[src/rtl/alu_arbiter_pkg.sv]
// alu_arbiter shared definitions.
// Widths, FSM encoding, ALU function codes and grant selection.
package alu_arbiter_pkg;

    localparam int DATA_W = 16;
    localparam int FUNC_W = 4;

    typedef enum logic [1:0] {
        ST_IDLE = 2'd0,
        ST_EXEC = 2'd1,
        ST_RESP = 2'd2
    } state_t;

    typedef enum logic [FUNC_W-1:0] {
        FN_ADD  = 4'd0,
        FN_SUB  = 4'd1,
        FN_AND  = 4'd2,
        FN_OR   = 4'd3,
        FN_XOR  = 4'd4,
        FN_NOR  = 4'd5,
        FN_SLL  = 4'd6,
        FN_SRL  = 4'd7,
        FN_SRA  = 4'd8,
        FN_SLT  = 4'd9,
        FN_SLTU = 4'd10,
        FN_PASA = 4'd11,
        FN_PASB = 4'd12,
        FN_NOTA = 4'd13,
        FN_INC  = 4'd14,
        FN_DEC  = 4'd15
    } alu_func_t;

    // One latched operation: operands, function and owning requester.
    typedef struct packed {
        logic [DATA_W-1:0] a;
        logic [DATA_W-1:0] b;
        logic [FUNC_W-1:0] func;
        logic              id;
    } op_t;

    // Returns 1 when requester 1 wins the grant.
    // A lone requester always wins; with both pending, round-robin
    // picks the one not served last, fixed priority picks requester 0.
    function automatic logic pick_grant(
        input logic v0,
        input logic v1,
        input logic last,
        input logic rr_en
    );
        logic sel1;
        if (v0 && v1) begin
            sel1 = rr_en ? ~last : 1'b0;
        end else begin
            sel1 = v1;
        end
        return sel1;
    endfunction

endpackage

[src/rtl/alu_arbiter_alu.sv]
// ALU16bit: combinational 16-bit ALU used by alu_arbiter.
// All arithmetic of the arbiter lives here.
module ALU16bit
    import alu_arbiter_pkg::*;
(
    input  logic [DATA_W-1:0] i_a,
    input  logic [DATA_W-1:0] i_b,
    input  logic [FUNC_W-1:0] i_func,
    output logic [DATA_W-1:0] o_y
);

    alu_func_t        w_func;
    logic [3:0]       w_sh;
    logic             w_slt;
    logic             w_sltu;
    logic [DATA_W-1:0] w_y;

    assign w_func = alu_func_t'(i_func);
    assign w_sh   = i_b[3:0];

    // Signed and unsigned compares feeding the set-less-than ops.
    always_comb begin
        w_slt  = $signed(i_a) < $signed(i_b);
        w_sltu = i_a < i_b;
    end

    // Function decode; result defaults to zero.
    always_comb begin
        w_y = '0;
        case (w_func)
            FN_ADD:  w_y = i_a + i_b;
            FN_SUB:  w_y = i_a - i_b;
            FN_AND:  w_y = i_a & i_b;
            FN_OR:   w_y = i_a | i_b;
            FN_XOR:  w_y = i_a ^ i_b;
            FN_NOR:  w_y = ~(i_a | i_b);
            FN_SLL:  w_y = i_a << w_sh;
            FN_SRL:  w_y = i_a >> w_sh;
            FN_SRA:  w_y = $unsigned($signed(i_a) >>> w_sh);
            FN_SLT:  w_y = {{(DATA_W-1){1'b0}}, w_slt};
            FN_SLTU: w_y = {{(DATA_W-1){1'b0}}, w_sltu};
            FN_PASA: w_y = i_a;
            FN_PASB: w_y = i_b;
            FN_NOTA: w_y = ~i_a;
            FN_INC:  w_y = i_a + 16'd1;
            FN_DEC:  w_y = i_a - 16'd1;
            default: w_y = '0;
        endcase
    end

    assign o_y = w_y;

endmodule

[src/rtl/alu_arbiter.sv]
// alu_arbiter: two requesters share one ALU16bit.
// IDLE grants and latches, EXEC registers the result, RESP holds it.
module alu_arbiter
    import alu_arbiter_pkg::*;
#(
    parameter bit RR_EN = 1'b1
) (
    input  logic              clk,
    input  logic              rst,
    input  logic              req0_valid,
    input  logic [DATA_W-1:0] req0_a,
    input  logic [DATA_W-1:0] req0_b,
    input  logic [FUNC_W-1:0] req0_func,
    output logic              req0_ready,
    input  logic              req1_valid,
    input  logic [DATA_W-1:0] req1_a,
    input  logic [DATA_W-1:0] req1_b,
    input  logic [FUNC_W-1:0] req1_func,
    output logic              req1_ready,
    output logic              rsp0_valid,
    input  logic              rsp0_ready,
    output logic              rsp1_valid,
    input  logic              rsp1_ready,
    output logic [DATA_W-1:0] rsp_data,
    output logic              busy
);

    state_t            r_state;
    state_t            w_state_nxt;
    op_t               r_op;
    op_t               w_op_in;
    logic              r_last;
    logic [DATA_W-1:0] r_rsp_data;
    logic [DATA_W-1:0] w_alu_y;
    logic              w_any_valid;
    logic              w_sel1;
    logic              w_grant0;
    logic              w_grant1;
    logic              w_grant;
    logic              w_capture;
    logic              w_rsp0_valid;
    logic              w_rsp1_valid;
    logic              w_busy;

    // Winner selection among the currently pending requesters.
    always_comb begin
        w_any_valid = req0_valid | req1_valid;
        w_sel1      = pick_grant(req0_valid, req1_valid, r_last, RR_EN);
    end

    // Operand mux: the winner's inputs as they stand in the grant cycle.
    always_comb begin
        w_op_in = '0;
        if (w_sel1) begin
            w_op_in.a    = req1_a;
            w_op_in.b    = req1_b;
            w_op_in.func = req1_func;
            w_op_in.id   = 1'b1;
        end else begin
            w_op_in.a    = req0_a;
            w_op_in.b    = req0_b;
            w_op_in.func = req0_func;
            w_op_in.id   = 1'b0;
        end
    end

    // FSM state register.
    always_ff @(posedge clk or posedge rst) begin
        if (rst) begin
            r_state <= ST_IDLE;
        end else begin
            r_state <= w_state_nxt;
        end
    end

    // FSM next state and handshake outputs.
    // Ready is masked by rst so nothing is accepted while in reset.
    always_comb begin
        w_state_nxt  = r_state;
        w_grant0     = 1'b0;
        w_grant1     = 1'b0;
        w_capture    = 1'b0;
        w_rsp0_valid = 1'b0;
        w_rsp1_valid = 1'b0;
        w_busy       = 1'b1;
        unique case (r_state)
            ST_IDLE: begin
                w_busy = 1'b0;
                if (w_any_valid && !rst) begin
                    w_grant0    = ~w_sel1;
                    w_grant1    = w_sel1;
                    w_state_nxt = ST_EXEC;
                end
            end
            ST_EXEC: begin
                w_capture   = 1'b1;
                w_state_nxt = ST_RESP;
            end
            ST_RESP: begin
                w_rsp0_valid = ~r_op.id;
                w_rsp1_valid = r_op.id;
                if (r_op.id ? rsp1_ready : rsp0_ready) begin
                    w_state_nxt = ST_IDLE;
                end
            end
            default: begin
                w_busy      = 1'b0;
                w_state_nxt = ST_IDLE;
            end
        endcase
    end

    assign w_grant = w_grant0 | w_grant1;

    // Operand registers load only on a grant.
    always_ff @(posedge clk or posedge rst) begin
        if (rst) begin
            r_op <= '0;
        end else if (w_grant) begin
            r_op <= w_op_in;
        end
    end

    // Round-robin pointer: remembers who was served last.
    // Reset to requester 1 so requester 0 wins the first tie.
    always_ff @(posedge clk or posedge rst) begin
        if (rst) begin
            r_last <= 1'b1;
        end else if (w_grant) begin
            r_last <= w_grant1;
        end
    end

    ALU16bit u_alu (
        .i_a    (r_op.a),
        .i_b    (r_op.b),
        .i_func (r_op.func),
        .o_y    (w_alu_y)
    );

    // Result register: captured at the end of EXEC, held through RESP.
    always_ff @(posedge clk or posedge rst) begin
        if (rst) begin
            r_rsp_data <= '0;
        end else if (w_capture) begin
            r_rsp_data <= w_alu_y;
        end
    end

    assign req0_ready = w_grant0;
    assign req1_ready = w_grant1;
    assign rsp0_valid = w_rsp0_valid;
    assign rsp1_valid = w_rsp1_valid;
    assign rsp_data   = r_rsp_data;
    assign busy       = w_busy;

endmodule

[config.mk]
export PLATFORM = sky130hd
export DESIGN_NAME = alu_arbiter
export DESIGN_NICKNAME = d
export VERILOG_FILES = /design/src/rtl/alu_arbiter_pkg.sv /design/src/rtl/alu_arbiter_alu.sv /design/src/rtl/alu_arbiter.sv
export SDC_FILE = /design/constraint.sdc
export NUM_CORES = 1
export LEC_CHECK = 0
export ABC_AREA = 0
export CAP_MARGIN = 20
export CORE_MARGIN = 2
export CORE_UTILIZATION = 50
export CTS_BUF_LIST = sky130_fd_sc_hd__clkbuf_2
export DETAILED_ROUTE_END_ITERATION = 6
export MAX_ROUTING_LAYER = met4
export PLACE_DENSITY = 0.73
export SLEW_MARGIN = 15
export SYNTH_ARGS = -nofsm -noshare
export SYNTH_HDL_FRONTEND = slang
export SYNTH_SLANG_ARGS = --single-unit
export TNS_END_PERCENT = 1
[constraint.sdc]
create_clock -name clk -period 4.6 [get_ports clk]
set_input_delay 0.92 -clock clk [delete_from_list [all_inputs] [get_ports clk]]
set_output_delay 0.92 -clock clk [all_outputs]
set_load 0.005 [all_outputs]
# ---- After elaboration in Yosys (flattened, before gate mapping)
# Index checks and enable logic that the tools add are counted.
dict set report totals {
  input_bits 78
  output_inout_bits 21
  regBits 56
  word_cells 67
}
dict set report classes {
  shift 3
  n_lt_le_gt_ge 2
  add_sub_neg 4
  n_reduce_logical 7
  bitwise 10
  mux 15
  eq_ne 19
}
# operator count
set op_table {}
lappend op_table {{16-bit case mux with 16 select lines} 1}
lappend op_table {{37-bit two-way mux} 1}
lappend op_table {{4-bit == test, second input constant} 8}
lappend op_table {{16-bit < comparator} 2}
lappend op_table {{16-bit inverter} 2}
lappend op_table {{16-bit by 1-bit adder with 16-bit output, second input constant} 1}
lappend op_table {{16-bit adder} 1}
lappend op_table {{16-bit AND} 1}
lappend op_table {{4-bit by 3-bit == test with 1-bit output, second input constant} 4}
lappend op_table {{16-bit OR} 1}
lappend op_table {{16-bit by 4-bit << shifter with 16-bit output} 1}
lappend op_table {{16-bit by 4-bit right shift with 16-bit output} 1}
lappend op_table {{16-bit by 4-bit >>> shifter with 16-bit output} 1}
lappend op_table {{16-bit by 1-bit subtractor with 16-bit output, second input constant} 1}
lappend op_table {{16-bit subtractor} 1}
lappend op_table {{16-bit XOR} 1}
lappend op_table {{1-bit two-way mux} 10}
lappend op_table {{4-bit by 2-bit == test with 1-bit output, second input constant} 2}
lappend op_table {{2-bit case mux with 3 select lines} 1}
lappend op_table {{4-bit by 1-bit == test with 1-bit output, second input constant} 1}
lappend op_table {{4-bit logical NOT} 1}
lappend op_table {{2-bit two-way mux} 2}
lappend op_table {{2-bit inequality test, second input constant} 2}
lappend op_table {{1-bit inverter} 3}
lappend op_table {{other kinds (8)} 10}

# ---- Logic depth before layout (Yosys ltp)
# Gate-level depths: netlist of run 1.
dict set report depth {
  depth_word 6
  ltp_mapped 17
  depth_no_buf 14
}

# ---- Cells and area by module
# Synthesis of run 1 repeated with hierarchy kept, for this count alone.
dict set report unflattened {
  cells_unflattened 948
  hier_area_um2 7872.6
}
# mod n_inst seq_area_each_um2 area_per_inst_um2 cells_each
set modules_own_cells {}
lappend modules_own_cells {ALU16bit 1 0.0 5342.6 760}
lappend modules_own_cells {alu_arbiter 1 1402.6 2529.9 188}

# ---- Least setup slack after synthesis of run 1
# OpenSTA, ideal clock, no wires.
dict set report synth_timing {
  path_kind {register -> register}
  start {reg r_op[5] (netlist bit)}
  end {reg r_rsp_data[13] (netlist: rsp_data[13])}
  path_stages_with_launch 18
  required_ns 4.460
  period_less_slack_ns 3.388
  t_arrival_ns 3.248
  path_slack_ns 1.212
  n_path_buf 3
  setup_time_ns 0.140
  cell_sequence {dfrtp_1 -> buf_6 -> buf_6 -> buf_6 -> inv_1 -> ha_1 -> nand3_1 -> nor3_1 -> xnor2_1 -> a21oi_1 -> ha_1 -> a21oi_1 -> o21ai_0 -> a21o_1 -> o21ai_1 -> a21oi_1 -> a2111oi_0 -> a31oi_1}
}
dict set report synth_between {
  elab_chain_cells 2
  word_cells_on_any_way 6
  classes_between {add/sub: 2; shift: 3; mux: 1}
}
# item line
set synth_lines {}
lappend synth_lines {{start: declaration} alu_arbiter.sv:30} ;# op_t r_op;
lappend synth_lines {{start signal: assignment} alu_arbiter.sv:120} ;# r_op <= w_op_in;
lappend synth_lines {{16-bit subtractor, or another cell as far along} alu_arbiter_alu.sv:32} ;# FN_SUB: w_y = i_a - i_b;
lappend synth_lines {{16-bit case mux with 16 select lines *} alu_arbiter_alu.sv:30} ;# case (w_func)
lappend synth_lines {{end signal: assignment} alu_arbiter.sv:146} ;# r_rsp_data <= w_alu_y;
lappend synth_lines {{end: declaration} alu_arbiter.sv:33} ;# logic [DATA_W-1:0] r_rsp_data;
# Every way passes the cells marked *; elsewhere a longest branch is shown, timed or not.
# A chain may end at the register's enable or synchronous reset.

# ---- Worst setup path after layout of run 1
dict set report layout_timing {
  start {reg r_op[6] (netlist bit)}
  end {reg r_rsp_data[13] (netlist: rsp_data[13])}
}
# The elaborated chain is that of the path after synthesis.

==> metrics.txt, run 1 <==
Post-synth EDFFs=0; die footprint=16000 um2; maximum number of pins on one net before global-route repair=75; Fillers=1327; total leakage power=3.60 nW; register area=1400 um2; Final Setup Violations=0; transition time at the pin with the least slew margin=1.08 ns; Most used DFF post-synth=sky130_fd_sc_hd__dfrtp_1; Worst EP required=5.09 ns; library cell with the largest summed area after synthesis=sky130_fd_sc_hd__dfrtp_1; post-synthesis cell count=941; buffering stage count on the worst path with inverters included=1; area of combinational cells with multiple inputs=5550 um2; average routed wire per standard cell=22.3 um; Critical Path Slowest Stage Cell=sky130_fd_sc_hd__or4_4; layout net count=1148; cell type with the highest occurrence count on the critical path=sky130_fd_sc_hd__a21oi_1; post-detailed-route via-to-cell ratio=6.44; post-layout min period=3.80 ns; worst slew margin relative to its limit=28.0%; Cell Chain, Critical Path=buf_4, nor3_4, nand2_1, or4_4, xnor2_1, a21oi_1, ha_1, and4_1, a21o_1, o21ai_1, a21oi_1, a2111oi_0, a31oi_1; fraction of final layout cells with drive strength greater than 1=8.50%; register bit total from synthesis=56; weighted congestion at the end of routability-driven global placement=1.04; sort of element at the end of the critical path=flop; signed area change from the synthesized netlist to the final layout=14.7%; switching fraction of total power=56.4%; Post-synth top cells=sky130_fd_sc_hd__nand2_1 (98), sky130_fd_sc_hd__o21ai_0 (89), sky130_fd_sc_hd__ha_1 (69); CTS tree=yes; Final Hold Fails=0; sequential fraction of design power=18.2%; count of buffers inserted at the top-level ports=98; height of the die=127 um; # DRC=0; class of the most critical hold timing path=reg -> reg; CTS buffer count=5; H-tree depth=2; Iteration-0 DRC Markers=961; setup bufs post-CTS=0; via count=7642; Row Count=44; I/O pin cnt=99; Final Cycle Share=82.6%; number of global-route vias before repair=7201; Max Root-Sink Buffers=2; unrepaired setup endpoints after global routing=false; Internal Pwr Total=3.14 mW; kind of start point of the critical path=flop; Setup TNS=0 ns; die width=127 um; count of hold-fix buffers inserted at cts=0; Net Sw Power=4.06 mW; root buffer cell=sky130_fd_sc_hd__clkbuf_2; cell with the most instances after synthesis=sky130_fd_sc_hd__nand2_1; synthesized area per cell=7.99 um2; part of the power in the clock network=3.3%; starting density of the core=51.5%; max-cap violations=0; worst skew pair latency=0.57 ns; global route overflow=0; Combinational Power Share=78.5%; number of cells upsized or downsized after cts=0; clock skew after layout=0.0424 ns; worst hold-check slack=0.546 ns; number of antenna-violating nets in the routed design=0; highest cell delay on the worst timing path=0.47 ns; share of Yosys cell area claimed by the top area cell type=18.3%; post-synthesis sequential area ratio=18.7%; Crit path max-delay family=compound AO/OA/AOI/OAI gates; outcome=complete, no violations; cells taking the most area after synthesis=sky130_fd_sc_hd__dfrtp_1 (18%), sky130_fd_sc_hd__ha_1 (11%), sky130_fd_sc_hd__mux2i_1 (8.4%), sky130_fd_sc_hd__o21ai_0 (5.9%), sky130_fd_sc_hd__mux4_2 (5.4%); number of sinks handled by clock tree synthesis=56; first-pass GRT wire length=41.2 mm; PwrDens=835 nW/um2; core footprint=14600 um2; Post-Syn Nets=1090; highest clock frequency the design can meet=263 MHz; number of distinct library cells after synthesis=84; clock transition at the registers of the reported paths=0.35 ns; fraction of synthesis flops using an asynchronous set or reset pin=100%; Crit Path Class=reg -> reg; data arrival time of the worst path=4.29 ns; total power after layout=7.20 mW; antenna violations before repair=1; number of optimization iterations in the first detailed-route pass=5; detailed-placement wirelength estimate=19.9 mm; total routing resource utilization after global routing=34.0%; Mapped Area=7520 um2; maximum vdd ir drop=0.430 mV; Syn. warnings=0; Max FO, Critical Path=12; total wire length=26.4 mm; Final Max Slew Viols=0
-- tightest hold or removal path, delay by kind of cell, from the launching register on --
family	cells	cell delay, ns
buffers and inverters	1	0.06
AOI/OAI and AO/OA	1	0.06
DFF	1	0.45
-- worst paths after layout --
kind	from	to	slack [ns]	cells past startpoint
max in group asynchronous	rst	r_op[5]	3.24	3
hold reg to reg	rsp_data[2]	rsp_data[2]	0.55	2
setup reg to reg	r_op[6]	rsp_data[13]	0.80	13
min in group asynchronous	rst	r_op[7]	0.86	3
hold / removal	rsp_data[2]	rsp_data[2]	0.55	2
setup / recovery	r_op[6]	rsp_data[13]	0.80	13
-- metal layers --
metal	up-vias	global-route usage [%]	wire length [um]
li1	3562	-	-
met1	3561	45.6	11000
met2	424	50.3	11500
met3	95	4.77	2400
met4	0	17.3	1570
met5	-	-	0
-- cell usage in the layout, fill, tap and decap left out, types with 7 or more instances in the layout --
cell type,n
sky130_fd_sc_hd__a21o_1,8
sky130_fd_sc_hd__a21oi_1,65
sky130_fd_sc_hd__a221oi_1,9
sky130_fd_sc_hd__a22oi_1,8
sky130_fd_sc_hd__a31oi_1,14
sky130_fd_sc_hd__and3_1,7
sky130_fd_sc_hd__buf_4,25
sky130_fd_sc_hd__clkdlybuf4s50_1,98
sky130_fd_sc_hd__dfrtp_1,54
sky130_fd_sc_hd__ha_1,69
sky130_fd_sc_hd__inv_1,51
sky130_fd_sc_hd__mux2_2,11
sky130_fd_sc_hd__mux2i_1,63
sky130_fd_sc_hd__mux4_2,18
sky130_fd_sc_hd__nand2_1,97
sky130_fd_sc_hd__nand2b_1,9
sky130_fd_sc_hd__nand3_1,23
sky130_fd_sc_hd__nand4_1,7
sky130_fd_sc_hd__nor2_1,64
sky130_fd_sc_hd__nor2b_1,10
sky130_fd_sc_hd__nor3_1,18
sky130_fd_sc_hd__o211ai_1,10
sky130_fd_sc_hd__o21a_1,8
sky130_fd_sc_hd__o21ai_0,89
sky130_fd_sc_hd__o31ai_1,7
sky130_fd_sc_hd__or3_1,9
sky130_fd_sc_hd__xnor2_1,21
-- through the flow --
| step | cells | cell area (um2) | setup WS (ns) | util [%] |
|---|---|---|---|---|
| global placement | 1176 | 8560 | 1.01 | 58.7 |
| floorplan | 941 | 7520 | 1.21 | - |
| finish | 1186 | 8620 | 0.800 | 59.1 |
| CTS | 1184 | 8610 | 0.875 | 59.0 |
| detailed placement | 1176 | 8560 | 0.915 | 58.7 |
| global route | 1186 | 8620 | 0.563 | 59.1 |
-- state kept, by name, summed over array words and instances (netlist names) --
signal and cells:
rsp_data 16, r_state 2, r_last 1, r_op 37
-- final cells by class --
type                       count  area share, %
tap                          184           2.67
sequential                    56           16.3
antenna                        2         0.0581
clock buffer                   5          0.290
multi-input combinational    758           64.4
clock inverter                 3          0.319
timing repair buffer         123           13.6
inverter                      55           2.40
-- power by group through the flow --
stage | Clock [mW] | Sequential, mW | Combinational [mW]
6_report | 0.240 | 1.31 | 5.65
5_1_grt | 0.263 | 1.33 | 6.14
4_1_cts | 0.245 | 1.27 | 5.54
3_5_place_dp | 0 | 1.29 | 5.51
3_3_place_gp | 0 | 1.28 | 5.50
2_1_floorplan | 0 | 0.976 | 4.20
-- kinds of logic after synthesis --
logic type | count (synthesis) | synth area share [%]
multiplexers | 95 | 16.0
adder cells (fa/ha/maj) | 71 | 12.0
AO/OA/AOI/OAI | 290 | 24.8
AND/OR/NAND/NOR | 275 | 17.7
XOR/XNOR | 27 | 3.15
flip-flops | 56 | 18.7
buffers and inverters | 127 | 7.66
No activity file was read; power rests on OpenSTA's default activity.
==> inputs of run 2 (changes only) <==
--- a/config.mk
+++ b/config.mk
@@ -12,7 +12,7 @@
 export CTS_BUF_LIST = sky130_fd_sc_hd__clkbuf_2
 export DETAILED_ROUTE_END_ITERATION = 6
 export MAX_ROUTING_LAYER = met4
-export PLACE_DENSITY = 0.73
+export PLACE_DENSITY = 0.76
 export SLEW_MARGIN = 15
 export SYNTH_ARGS = -nofsm -noshare
 export SYNTH_HDL_FRONTEND = slang
==> constraint.sdc (replaced) <==
create_clock -name clk -period 3.1 [get_ports clk]
set_input_delay 0.62 -clock clk [delete_from_list [all_inputs] [get_ports clk]]
set_output_delay 0.62 -clock clk [all_outputs]
set_load 0.005 [all_outputs]
==> metrics.txt, run 2 (synthesized netlist as in run 1, its figures left out) <==
outcome=finished, violations left; violated checks=design-rule violations, negative setup slack; total power after layout=11.9 mW; Crit Path Class=reg -> reg; total routing resource utilization after global routing=36.0%; kind of start point of the critical path=flop; Final Max Slew Viols=0; H-tree depth=2; worst slew margin relative to its limit=41.7%; highest cell delay on the worst timing path=0.52 ns; Max FO, Critical Path=4; die width=127 um; data arrival time of the worst path=3.67 ns; total wire length=27.9 mm; Crit. Startpoint=r_op[5]; layout net count=1216; post-placement cell count=1238; unrepaired setup endpoints after global routing=true; number of flip-flops under the largest register name=37; via count=8048; # DRC=4; core occupancy in the finished layout=63.4%; PwrDens=1290 nW/um2; global route overflow=0; endpoint of the worst register-to-register path=rsp_data[15]; Max Root-Sink Buffers=2; count of buffers inserted at the top-level ports=98; final non-filler cell total=1253; clock transition at the registers of the reported paths=0.40 ns; area of combinational cells with multiple inputs=5670 um2; weighted congestion at the end of routability-driven global placement=1.08; Top reg by flops=r_op; maximum number of pins on one net before global-route repair=75; signed area change from the synthesized netlist to the final layout=23.0%; CTS buffer count=5; Final Setup Violations=3; I/O pin cnt=99; number of global-route vias before repair=7565; class of the most critical hold timing path=in -> async; sort of element at the end of the critical path=flop; first-pass GRT wire length=43.2 mm; number of antenna-violating nets in the routed design=0; maximum vdd ir drop=0.639 mV; worst-case reg-to-reg path depth=14; transition time at the pin with the least slew margin=0.873 ns; R2R setup slack=-0.06 ns; max-cap violations=0; height of the die=127 um; DP Worst Slack=-0.182 ns; commonest cells after routing, fill and taps aside=sky130_fd_sc_hd__clkdlybuf4s50_1 (98), sky130_fd_sc_hd__nand2_1 (97), sky130_fd_sc_hd__buf_4 (92), sky130_fd_sc_hd__o21ai_0 (87), sky130_fd_sc_hd__ha_1 (68); die footprint=16000 um2; CTS tree=yes; crit path capture=rsp_data[15]; Final Hold Fails=0; worst setup slack after layout=-0.0646 ns; Final Cycle Share=102%; count of hold-fix buffers inserted at cts=0; clock skew after layout=0.0613 ns; highest clock frequency the design can meet=316 MHz; root buffer cell=sky130_fd_sc_hd__clkbuf_2; starting density of the core=51.5%; register area=1410 um2; worst skew pair latency=0.60 ns; buffering stage count on the worst path with inverters included=1; most common library cell in the layout ignoring fill and taps=sky130_fd_sc_hd__clkdlybuf4s50_1; Cell Chain, Critical Path=nor3_4, nand2_1, or4_4, xnor2_1, a21oi_1, ha_1, and4_4, o211ai_1, a21oi_2, o21ai_2, buf_4, a31oi_2, mux2i_1, a31oi_1; total leakage power=3.94 nW; Setup TNS=-0.107 ns; Crit path max-delay family=simple AND/OR/NAND/NOR gates; stages on the worst setup path=14; Critical Path Slowest Stage Cell=sky130_fd_sc_hd__dfrtp_2; Iteration-0 DRC Markers=985; antenna violations before repair=1; fraction of final layout cells with drive strength greater than 1=16.6%; post-detailed-route via-to-cell ratio=6.42; post-layout min period=3.16 ns; Row Count=44; Worst EP required=3.60 ns; number of optimization iterations in the first detailed-route pass=7; number of sinks handled by clock tree synthesis=56; detailed-placement wirelength estimate=21.2 mm; average routed wire per standard cell=22.3 um; core footprint=14600 um2; startpoint of the most critical register-to-register path=r_op[5]; Fillers=1274
run 2: through the flow:
| step | hold slack (ns) | instance area [um2] |
|---|---|---|
| 2_1_floorplan | 0.492 | 7530 |
| 3_3_place_gp | 0.486 | 9040 |
| 3_5_place_dp | 0.493 | 9040 |
| 4_1_cts | 0.534 | 9150 |
| 5_1_grt | 0.557 | 9250 |
| 6_report | 0.512 | 9250 |
run 2: worst register-to-register path: stages (launching register included):
cell and delay, ns:
sky130_fd_sc_hd__dfrtp_2 0.52, sky130_fd_sc_hd__nor3_4 0.25, sky130_fd_sc_hd__nand2_1 0.11, sky130_fd_sc_hd__or4_4 0.45
sky130_fd_sc_hd__xnor2_1 0.15, sky130_fd_sc_hd__a21oi_1 0.09, sky130_fd_sc_hd__ha_1 0.32, sky130_fd_sc_hd__and4_4 0.26
sky130_fd_sc_hd__o211ai_1 0.11, sky130_fd_sc_hd__a21oi_2 0.15, sky130_fd_sc_hd__o21ai_2 0.08, sky130_fd_sc_hd__buf_4 0.14
sky130_fd_sc_hd__a31oi_2 0.19, sky130_fd_sc_hd__mux2i_1 0.20, sky130_fd_sc_hd__a31oi_1 0.09
run 2: report_power, final:
group / leakage [nW] / internal, mW / switching, mW
registers: 0.679 / 1.09 / 0.514
clock network: 0.0359 / 0.0703 / 0.305
logic: 3.23 / 4.26 / 5.69
run 2: worst min path at each step:
stage                             from      endpoint  slack (ns)  cells after the start
after floorplan                 r_last        r_last        0.49                      1
after global placement    rsp_data[12]  rsp_data[12]        0.49                      1
after global routing            r_last        r_last        0.56                      1
final                              rst      r_op[19]        0.51                      3
after CTS                          rst      r_op[19]        0.53                      3
after detailed placement  rsp_data[12]  rsp_data[12]        0.49                      1
run 2: area by class of cell:
type	instances	share of cell area, %
Inverter	55	2.23
Clock buffer	5	0.271
Multi-Input combinational cell	758	61.3
Antenna cell	1	0.0271
Clock inverter	3	0.311
Sequential cell	56	15.2
Tap cell	184	2.49
Timing Repair Buffer	191	18.2
run 2: layer usage:
metal	routed length [um]	track usage, %	up-vias
met5	0	-	-
met4	1420	15.8	0
met3	3000	7.72	97
met2	12100	53.0	501
met1	11400	47.6	3738
li1	-	-	3712
run 2: repair_timing:
| action | in CTS | in global routing |
|---|---|---|
| buffers inserted | 2 | 4 |
| resized for setup | 11 | 15 |
| setup endpoints to repair | 6 | 9 |
| pin swaps | 1 | 10 |
